$ cat src/rtl/csel_pkg.sv
// Shared opcodes and saturation constants for the pipelined carry-select adder/subtractor.
package csel_pkg;

    localparam logic [1:0] OP_ADD = 2'b00;
    localparam logic [1:0] OP_SUB = 2'b01;
    localparam logic [1:0] OP_ADC = 2'b10;
    localparam logic [1:0] OP_SBC = 2'b11;

    // Most-negative (neg=1) or most-positive (neg=0) value of a width-bit signed number,
    // returned zero-extended to 64 bits; callers slice the low width bits.
    function automatic logic [63:0] sat_const(input int unsigned width, input logic neg);
        logic [63:0] msb;
        msb = 64'd1 << (width - 1);
        return neg ? msb : (msb - 64'd1);
    endfunction

endpackage

$ cat src/rtl/csel_segment.sv
// One carry-select slice: sum and carry-out for both possible carry-ins.
module csel_segment #(
    parameter int SEG = 4
) (
    input  logic [SEG-1:0] x,
    input  logic [SEG-1:0] y,
    output logic [SEG-1:0] s0,
    output logic [SEG-1:0] s1,
    output logic           c0,
    output logic           c1
);

    assign {c0, s0} = {1'b0, x} + {1'b0, y};
    assign {c1, s1} = {1'b0, x} + {1'b0, y} + {{SEG{1'b0}}, 1'b1};

endmodule

$ cat src/rtl/pipelined_csel_addsub.sv
// Two-stage signed carry-select add/sub with flags, optional saturation and a
// single global advance shared by both stages.
module pipelined_csel_addsub
    import csel_pkg::*;
#(
    parameter int WIDTH  = 16,
    parameter int SEG    = 4,
    parameter int SAT_EN = 1
) (
    input  logic             clk,
    input  logic             rst_n,
    input  logic             in_valid,
    output logic             in_ready,
    input  logic [WIDTH-1:0] a,
    input  logic [WIDTH-1:0] b,
    input  logic             cin,
    input  logic [1:0]       op,
    input  logic             sat,
    output logic             out_valid,
    input  logic             out_ready,
    output logic [WIDTH-1:0] result,
    output logic             carry,
    output logic             overflow,
    output logic             zero,
    output logic             negative
);

    localparam int NSEG = WIDTH / SEG;

    if ((WIDTH % SEG) != 0 || WIDTH > 64) begin : g_bad_params
        $error("pipelined_csel_addsub: WIDTH must be a multiple of SEG and at most 64");
    end

    // Handshake: one advance for the whole pipe, adv = ~out_valid | out_ready.
    // When adv=0 every register holds; a beat enters on in_valid & in_ready and
    // leaves on out_valid & out_ready; empty slots advance like beats.
    logic adv;
    assign adv      = ~out_valid | out_ready;
    assign in_ready = adv;

    logic [WIDTH-1:0] b_p;
    logic             c_in0;

    always_comb begin
        b_p = op[0] ? ~b : b;
        case (op)
            OP_ADD:  c_in0 = 1'b0;
            OP_SUB:  c_in0 = 1'b1;
            default: c_in0 = cin;
        endcase
    end

    logic [SEG-1:0] seg_s0 [NSEG];
    logic [SEG-1:0] seg_s1 [NSEG];
    logic           seg_c0 [NSEG];
    logic           seg_c1 [NSEG];

    for (genvar g = 0; g < NSEG; g++) begin : g_seg
        csel_segment #(.SEG(SEG)) u_seg (
            .x  (a[g*SEG +: SEG]),
            .y  (b_p[g*SEG +: SEG]),
            .s0 (seg_s0[g]),
            .s1 (seg_s1[g]),
            .c0 (seg_c0[g]),
            .c1 (seg_c1[g])
        );
    end

    // Stage 1 state
    logic           v1_q, v1_d;
    logic           amsb_q, amsb_d, bmsb_q, bmsb_d, sat1_q, sat1_d;
    logic [SEG-1:0] s0_q [NSEG];
    logic [SEG-1:0] s0_d [NSEG];
    logic [SEG-1:0] s1_q [NSEG];
    logic [SEG-1:0] s1_d [NSEG];
    logic           c0_q [NSEG];
    logic           c0_d [NSEG];
    logic           c1_q [NSEG];
    logic           c1_d [NSEG];

    logic load1;
    assign load1 = adv & in_valid;

    always_comb begin
        v1_d   = adv ? in_valid : v1_q;
        amsb_d = load1 ? a[WIDTH-1]   : amsb_q;
        bmsb_d = load1 ? b_p[WIDTH-1] : bmsb_q;
        sat1_d = load1 ? sat          : sat1_q;
        for (int i = 0; i < NSEG; i++) begin
            s0_d[i] = s0_q[i];
            s1_d[i] = s1_q[i];
            c0_d[i] = c0_q[i];
            c1_d[i] = c1_q[i];
            if (load1) begin
                s0_d[i] = seg_s0[i];
                s1_d[i] = seg_s1[i];
                c0_d[i] = seg_c0[i];
                c1_d[i] = seg_c1[i];
            end
        end
        // Slice 0 already knows its carry-in, so both halves hold the resolved pair.
        if (load1) begin
            s0_d[0] = c_in0 ? seg_s1[0] : seg_s0[0];
            s1_d[0] = s0_d[0];
            c0_d[0] = c_in0 ? seg_c1[0] : seg_c0[0];
            c1_d[0] = c0_d[0];
        end
    end

    // Stage 2: ripple the selects and finish the flags
    logic [WIDTH-1:0] sum_w, res_w;
    logic [63:0]      sat_full;
    logic             sel_w, ovf_w;

    always_comb begin
        sel_w = 1'b0;
        sum_w = '0;
        for (int i = 0; i < NSEG; i++) begin
            sum_w[i*SEG +: SEG] = sel_w ? s1_q[i] : s0_q[i];
            sel_w               = sel_w ? c1_q[i] : c0_q[i];
        end
        ovf_w    = (amsb_q == bmsb_q) & (sum_w[WIDTH-1] != amsb_q);
        sat_full = sat_const(WIDTH, amsb_q);
        res_w    = ((SAT_EN != 0) && sat1_q && ovf_w) ? sat_full[WIDTH-1:0] : sum_w;
    end

    logic             out_valid_q, out_valid_d;
    logic [WIDTH-1:0] result_q, result_d;
    logic             carry_q, carry_d, overflow_q, overflow_d;
    logic             zero_q, zero_d, negative_q, negative_d;
    logic             load2;
    assign load2 = adv & v1_q;

    always_comb begin
        out_valid_d = adv ? v1_q : out_valid_q;
        result_d    = load2 ? res_w            : result_q;
        carry_d     = load2 ? sel_w            : carry_q;
        overflow_d  = load2 ? ovf_w            : overflow_q;
        zero_d      = load2 ? (res_w == '0)    : zero_q;
        negative_d  = load2 ? res_w[WIDTH-1]   : negative_q;
    end

    always_ff @(posedge clk or negedge rst_n) begin
        if (!rst_n) begin
            v1_q        <= 1'b0;
            amsb_q      <= 1'b0;
            bmsb_q      <= 1'b0;
            sat1_q      <= 1'b0;
            s0_q        <= '{default: '0};
            s1_q        <= '{default: '0};
            c0_q        <= '{default: 1'b0};
            c1_q        <= '{default: 1'b0};
            out_valid_q <= 1'b0;
            result_q    <= '0;
            carry_q     <= 1'b0;
            overflow_q  <= 1'b0;
            zero_q      <= 1'b0;
            negative_q  <= 1'b0;
        end else begin
            v1_q        <= v1_d;
            amsb_q      <= amsb_d;
            bmsb_q      <= bmsb_d;
            sat1_q      <= sat1_d;
            s0_q        <= s0_d;
            s1_q        <= s1_d;
            c0_q        <= c0_d;
            c1_q        <= c1_d;
            out_valid_q <= out_valid_d;
            result_q    <= result_d;
            carry_q     <= carry_d;
            overflow_q  <= overflow_d;
            zero_q      <= zero_d;
            negative_q  <= negative_d;
        end
    end

    assign out_valid = out_valid_q;
    assign result    = result_q;
    assign carry     = carry_q;
    assign overflow  = overflow_q;
    assign zero      = zero_q;
    assign negative  = negative_q;

endmodule

$ cat config.mk
export PLATFORM = sky130hd
export DESIGN_NAME = pipelined_csel_addsub
export DESIGN_NICKNAME = d
export VERILOG_FILES = /design/src/rtl/csel_pkg.sv /design/src/rtl/csel_segment.sv /design/src/rtl/pipelined_csel_addsub.sv
export SDC_FILE = /design/constraint.sdc
export NUM_CORES = 1
export LEC_CHECK = 0
export CELL_PAD_IN_SITES_DETAIL_PLACEMENT = 1
export CELL_PAD_IN_SITES_GLOBAL_PLACEMENT = 1
export CORE_UTILIZATION = 35
export DETAILED_ROUTE_END_ITERATION = 6
export PLACE_DENSITY = 0.71
export SETUP_SLACK_MARGIN = 0.4
export SLEW_MARGIN = 20
export SYNTH_ARGS = -nofsm -noshare
export SYNTH_HDL_FRONTEND = slang
export SYNTH_SLANG_ARGS = --single-unit
$ cat constraint.sdc
create_clock -name clk -period 2.5 [get_ports clk]
set_input_delay 0.375 -clock clk [delete_from_list [all_inputs] [get_ports clk]]
set_output_delay 0.375 -clock clk [all_outputs]
set_load 0.01 [all_outputs]
# ---- Yosys cells after proc, flatten, opt, wreduce, memory -nomap -nowiden
# Cells that the tools add are included.
dict set report totals {
  elab_cells 56
  inputBits 40
  out_inout_bits 22
  ramBits 0
  latch_bits 0
  mem_bits_ro 0
  register_bits 60
  n_memories 0
}
dict set report op_classes {
  shift 0
  mux 12
  order_cmp 0
  reduce_logical 3
  div 0
  bitwise 6
  addsub 8
  n_mul 0
  n_eq_ne 3
}
# op n
set ops {}
lappend ops {{$mux 16} 3}
lappend ops {{$add 4x4->5} 4}
lappend ops {{$add 5x1->5 const B} 4}
lappend ops {{$logic_not 16->1} 1}
lappend ops {{$mux 4} 4}
lappend ops {{$not 16->16} 1}
lappend ops {{$mux 1} 4}
lappend ops {{$and 1x1->1} 3}
lappend ops {{$eq 2x1->1 const B} 1}
lappend ops {{$logic_not 2->1} 1}
lappend ops {{$pmux 1 s2} 1}
lappend ops {{$eq 1x1->1} 1}
lappend ops {{$logic_and 1x1->1} 1}
lappend ops {{$ne 1x1->1} 1}
lappend ops {{$not 1->1} 1}
lappend ops {{$or 1x1->1} 1}

# ---- Depth between registers and ports, before layout
dict set report logic_depth {
  word_depth 8
  depth_mapped 11
  depth_no_buf 9
}

# ---- Cells and area by module
# A second synthesis with hierarchy kept.
dict set report hier_totals {
  hier_cells 309
  area_unflattened_um2 3577.2
}
# mod area_per_inst_um2 seq_area_each_um2 instances cells_per_inst
set modules_own_cells {}
lappend modules_own_cells {pipelined_csel_addsub 2796.4 1476.4 1 229}
lappend modules_own_cells {csel_segment 195.2 0.0 4 20}

# ---- Least setup slack after synthesis
# OpenSTA, ideal clock, no wires.
dict set report synth_timing {
  kind {input to register}
  from {input port op[0]}
  to {register s0_q[15] (netlist name)}
  path_slack_ns -0.239
  n_path_buf 2
  t_required_ns 2.417
  stages 11
  arrival_ns 2.657
  setup_time_ns 0.083
  cell_sequence {clkbuf_1 > clkbuf_1 > xor2_1 > ha_1 > inv_1 > fa_1 > xnor2_1 > and2_1 > nand3_1 > xor2_1 > o21ai_0}
}
dict set report synth_between {
  elab_chain_len 4
  elab_cells_between_ends 7
  cone_classes {add/sub: 2; eq/ne: 1; mux: 3; reduce/logical: 1}
}
# item line
set synth_lines {}
lappend synth_lines {{start, declared} pipelined_csel_addsub.sv:17} ;# input logic [1:0] op,
lappend synth_lines {{$mux 16} pipelined_csel_addsub.sv:45} ;# b_p = op[0] ? ~b : b;
lappend synth_lines {{$add 4x4->5} {csel_segment.sv:13, csel_segment.sv:14}}
lappend synth_lines {{$add 5x1->5} csel_segment.sv:14} ;# assign {c1, s1} = {1'b0, x} + {1'b0, y} + {{SEG{1'b0}}, 1'b1};
lappend synth_lines {{$mux 4 (*)} pipelined_csel_addsub.sv:103} ;# s0_d[0] = c_in0 ? seg_s1[0] : seg_s0[0];
lappend synth_lines {{end signal, assigned} pipelined_csel_addsub.sv:149} ;# s0_q <= '{default: '0};
lappend synth_lines {{end signal, assigned} pipelined_csel_addsub.sv:164} ;# s0_q <= s0_d;
lappend synth_lines {{end, declared} pipelined_csel_addsub.sv:72} ;# logic [SEG-1:0] s0_q [NSEG];
# Mark *: on every way between the ends. The rest lies on a longest branch, timed or not.
# A chain may end at the register's enable or synchronous reset.

# ---- Final worst setup path
dict set report layout_timing {
  from {input port b[12]}
  to {register s1_q[1] (netlist name)}
}
dict set report layout_between {
  elab_chain_len 4
}
# item line
set layout_lines {}
lappend layout_lines {{start, declared} pipelined_csel_addsub.sv:15} ;# input logic [WIDTH-1:0] b,
lappend layout_lines {{$not 16->16} pipelined_csel_addsub.sv:45}
lappend layout_lines {{$mux 16 (*)} pipelined_csel_addsub.sv:45}
lappend layout_lines {{$add 4x4->5 (*)} --}
lappend layout_lines {{via g_seg[3].u_seg.s0[1]} csel_segment.sv:7} ;# output logic [SEG-1:0] s0,
lappend layout_lines {{$add 5x1->5 (*)} csel_segment.sv:14}
lappend layout_lines {{via g_seg[3].u_seg.s1[1]} csel_segment.sv:8} ;# output logic [SEG-1:0] s1,
lappend layout_lines {{end signal, assigned} pipelined_csel_addsub.sv:150} ;# s1_q <= '{default: '0};
lappend layout_lines {{end signal, assigned} pipelined_csel_addsub.sv:165} ;# s1_q <= s1_d;
lappend layout_lines {{end, declared} pipelined_csel_addsub.sv:74} ;# logic [SEG-1:0] s1_q [NSEG];
# The timed path passes the listed nets; every way through them passes the cells marked *.

==> flow_summary_export.csv <==
group,metric,value,unit
setup_path,r2r_slack,0.56,ns
run_status,outcome,"finished clean",
synthesis,synthXorXnorAreaFrac,0.0836,
setup_path,r2r_cells,6,
power_and_ir_drop,p_int,2810,µW
setup_path,cp_num_buf_inv,1,
power_and_ir_drop,comb_power_share,0.436,
setup_path,r2r_end,"zero",
synthesis,yosys.area_share.adder,0.0956,
run,maxCapViolCount,0,
synthesis,synth.avg_cell_area,10.4,µm²
power_and_ir_drop,pwr-share-clk,0.201,
clocking,path_clk_slew,0.07,ns
place,hpwl,6410,µm
power_and_ir_drop,seq_power_share,0.362,
clocking,clockBufferDepth,2,
min_path,worstHoldPathType,"input pin to async pin",
clocking,cts_buffers,9,
synthesis,yosys_register_bits,59,
synthesis,synth_seq_area_share,0.427,
synthesis,synth-main-ff-cell,"dfrtp_1",
drt,wl_met2,4070,µm
timing,skew,0.00869,ns
final_layout,fin_util,0.515,
timing,rsz0062_at_grt,"no",
setup_path,end_kind,"flop",
setup_path,arrival,2.24,ns
clocking,clock_latency,0.35,ns
final_layout,diodes,0,
final_layout,drive_gt1_frac,0.272,
synthesis,syn_area,0.00346,mm²
synthesis,synth_top_area_share,0.427,
clocking,cts_tree,"done",
timing,fmax,0.496,GHz
drt,drc,0,
global_route,grt-ovfl-total,0,
drt,topRoutingLayerUsed,"met4",
synthesis,synth_edf_count,0,
floorplanning,coreArea,0.00942,mm²
setup_path,cpLargestDelayFamily,"adder cells",
place,place.gp.congestion,0.773,
setup_path,crit_type,"input pin to flop",
synthesis,synth_compound_area_frac,0.136,
drt,ant_nets,0,
setup_path,worst_ep_required_time,2.73,ns
floorplanning,die_y,101,µm
timing,hold_violations,0,
floorplanning,boundaryPins,62,
synthesis,yosys_warnings,0,
final_layout,postLayoutCellArea,0.00485,mm²
timing,worst_pin_slew,0.517,ns
synthesis,ys_types,38,
power_and_ir_drop,leakagePower,0.00212,µW
floorplanning,dieWidth,101,µm
place,portBuffers,61,
synthesis,synthArstFlopShare,1.00,
global_route,antenna_found_initial,0,
setup_path,slowest_stage,"clkdlybuf4s50_1",
global_route,grt_max_degree,39,
timing,finalCriticalPeriod,2.02,ns
floorplanning,dieArea,0.0103,mm²
setup_path,cp_max_fo,2,
drt,routed_wl,8360,µm
drt,dr_total_vias,2711,
power_and_ir_drop,cellPowerDensity,883,mW/mm²
synthesis,synth_nets,395,
global_route,track_usage,0.182,
power_and_ir_drop,switchingPower,1470,µW
synthesis,synth_top_family_by_area,"compound AO/OA/AOI/OAI gates",
drt,firstDrtPassIters,4,
power_and_ir_drop,ir_drop,0.271,mV
timing,drv_slew,0,
setup_path,timing.rr.start,"c0_q[3]",
synthesis,synth_mux_area_frac,0.119,
place,placed_cells,533,
global_route,grt_pass1_vias,2845,
synthesis,ys_top_cells_by_area,"dfrtp_1 (43%), ha_1 (7.2%), mux2_2 (5.9%), xor2_1 (5.6%), mux2i_1 (4.6%)",
drt,drt_iter0_markers,43,
clocking,clock_sinks,59,
drt,wl_met1,3900,µm
drt,wl_per_cell,15.0,µm
clocking,postCtsHoldBufs,0,
synthesis,synth-simple-area-share,0.103,
timing,slew_headroom,0.655,
setup_path,max_stage_delay,0.47,ns
timing,fin_crit_sh,0.807,
floorplanning,rows,35,
final_layout,area_growth,40.4,%
place,placed_cell_area,0.00446,mm²
floorplanning,start_util,0.367,
clocking,cts_max_level,3,
setup_path,cp-start-kind,"input pin",
drt,viasPerCell,4.88,
power_and_ir_drop,p_sw_frac,0.343,
final_layout,stdcell_count,556,
final_layout,nNetsFinal,486,
synthesis,synthCells,331,
global_route,grt_pass1_wl,14000,µm
timing,setup_violations,0,
drt,routed-wl-met3,227,µm
synthesis,yosysTopAreaCell,"dfrtp_1",
setup_path,crit_chain,"clkdlybuf4s50_1, xor2_1, ha_2, fa_2, ha_1, mux2_2",
clocking,cts_root_buf,"clkbuf_8",
-- area by class of cell --
cell class              instances  area (µm²)
fillers                      1046        4560
repair buffers                 95         897
well taps                     129         161
inverters                      13        48.8
multi-input cells             244        2070
clock buffers                  11         141
clock inverters                 5        52.6
flip-flops and latches         59        1480
-- worst reg2reg max path, stage by stage, from the launching register on --
cell	delay (ns)
dfrtp_1	0.41
mux2i_4	0.34
mux2i_4	0.35
mux2i_4	0.29
buf_6	0.16
a31oi_1	0.06
o41ai_2	0.21
-- synth_stat cells, types with 7 or more instances --
| cell type | n |
|---|---|
| xnor2_1 | 11 |
| mux2_2 | 18 |
| mux2i_1 | 16 |
| dfrtp_1 | 59 |
| nand2_1 | 30 |
| o21a_1 | 12 |
| o21ai_0 | 30 |
| nand3_1 | 7 |
| nor2_1 | 12 |
| a21oi_1 | 17 |
| clkbuf_1 | 11 |
| inv_1 | 13 |
| xor2_1 | 22 |
| ha_1 | 20 |
-- flip-flops by register name, summed over array words and instances (netlist names), 3 cells and up --
| signal | cells |
|---|---|
| c1_q | 3 |
| c0_q | 4 |
| s0_q | 16 |
| result | 16 |
| s1_q | 12 |
-- stage by stage --
step | total power [µW] | TNS [ns] | hold WS, ns | worst slack [ns]
2_1_floorplan | 2600 | 0 | 0.0794 | 0.246
3_3_place_gp | 3280 | -1.39 | 0.384 | -0.144
3_5_place_dp | 3370 | -2.76 | 0.386 | -0.277
4_1_cts | 4310 | 0 | 0.00993 | 0.418
5_1_grt | 4590 | 0 | 0.0246 | 0.402
6_report | 4280 | 0 | 0.00516 | 0.483
-- repair_timing --
item | CTS | global route
gates cloned | 1 | 0
setup buffers | 4 | 2
setup endpoints to repair | 26 | 11
resized for setup | 21 | 11
pin swaps | 4 | 10
-- how the worst max path moves through the flow --
| stage | startpoint | to | slack, ns | depth (start not counted) |
|---|---|---|---|---|
| global route | b[1] | c0_q[3] | 0.40 | 8 |
| CTS | b[8] | c1_q[1] | 0.42 | 10 |
| finish | b[12] | s1_q[1] | 0.48 | 6 |
| global placement | op[0] | c0_q[3] | -0.14 | 10 |
| floorplan | op[0] | c0_q[3] | 0.25 | 10 |
| detailed placement | op[0] | c1_q[2] | -0.28 | 11 |
-- metal layers --
| metal | up-vias | GRT usage |
|---|---|---|
| met1 | 1314 | 0.234 |
| met3 | 10 | 0.0262 |
| met2 | 61 | 0.300 |
| met4 | 0 | 0.0903 |
| met5 | - | 0 |
| li1 | 1326 | - |
-- cells in the final DEF, fill, tap and decap left out, types with 2 or more instances in the layout --
cell,netlist,final
a21oi_2,0,6
inv_1,13,7
buf_4,1,31
nand2b_1,6,5
o21a_1,12,12
nand2_1,30,30
nand4_1,3,3
mux2_2,18,17
dfrtp_1,59,59
nor3b_1,2,2
xnor2_1,11,4
xnor2_2,0,7
a21o_1,5,5
ha_2,0,4
clkdlybuf4s50_1,0,56
nand3_1,7,7
dlygate4sd2_1,0,2
fa_2,0,4
nor3_1,3,3
ha_1,20,13
inv_2,0,6
o31ai_1,2,2
clkinv_2,0,3
mux2i_1,16,15
xor2_1,22,17
o21ai_0,30,25
a21oi_1,17,11
nor2_1,12,12
clkbuf_8,0,10
nor4_1,2,2
and2_1,3,2
buf_2,1,2
nor2b_1,6,5
mux2i_4,1,3
a311o_1,3,3
o21ai_1,0,5
xor2_2,0,5
ha_4,0,3
-- cell families after synthesis --
logic type	count (synthesis)
AOI/OAI and AO/OA	75
xor gates and xnor gates	33
adders and majority gates	24
buffers and inverters	28
DFF	59
muxes	37
and+or+nand+nor	75
-- power by group through the flow --
stage	Combinational [µW]	Clock, µW	Sequential (µW)
2_1_floorplan	1030	0	1570
3_3_place_gp	1730	0	1550
3_5_place_dp	1790	0	1570
4_1_cts	1870	884	1560
5_1_grt	2070	920	1600
6_report	1870	863	1550
Note: power is estimated with default switching activity, not from simulation.
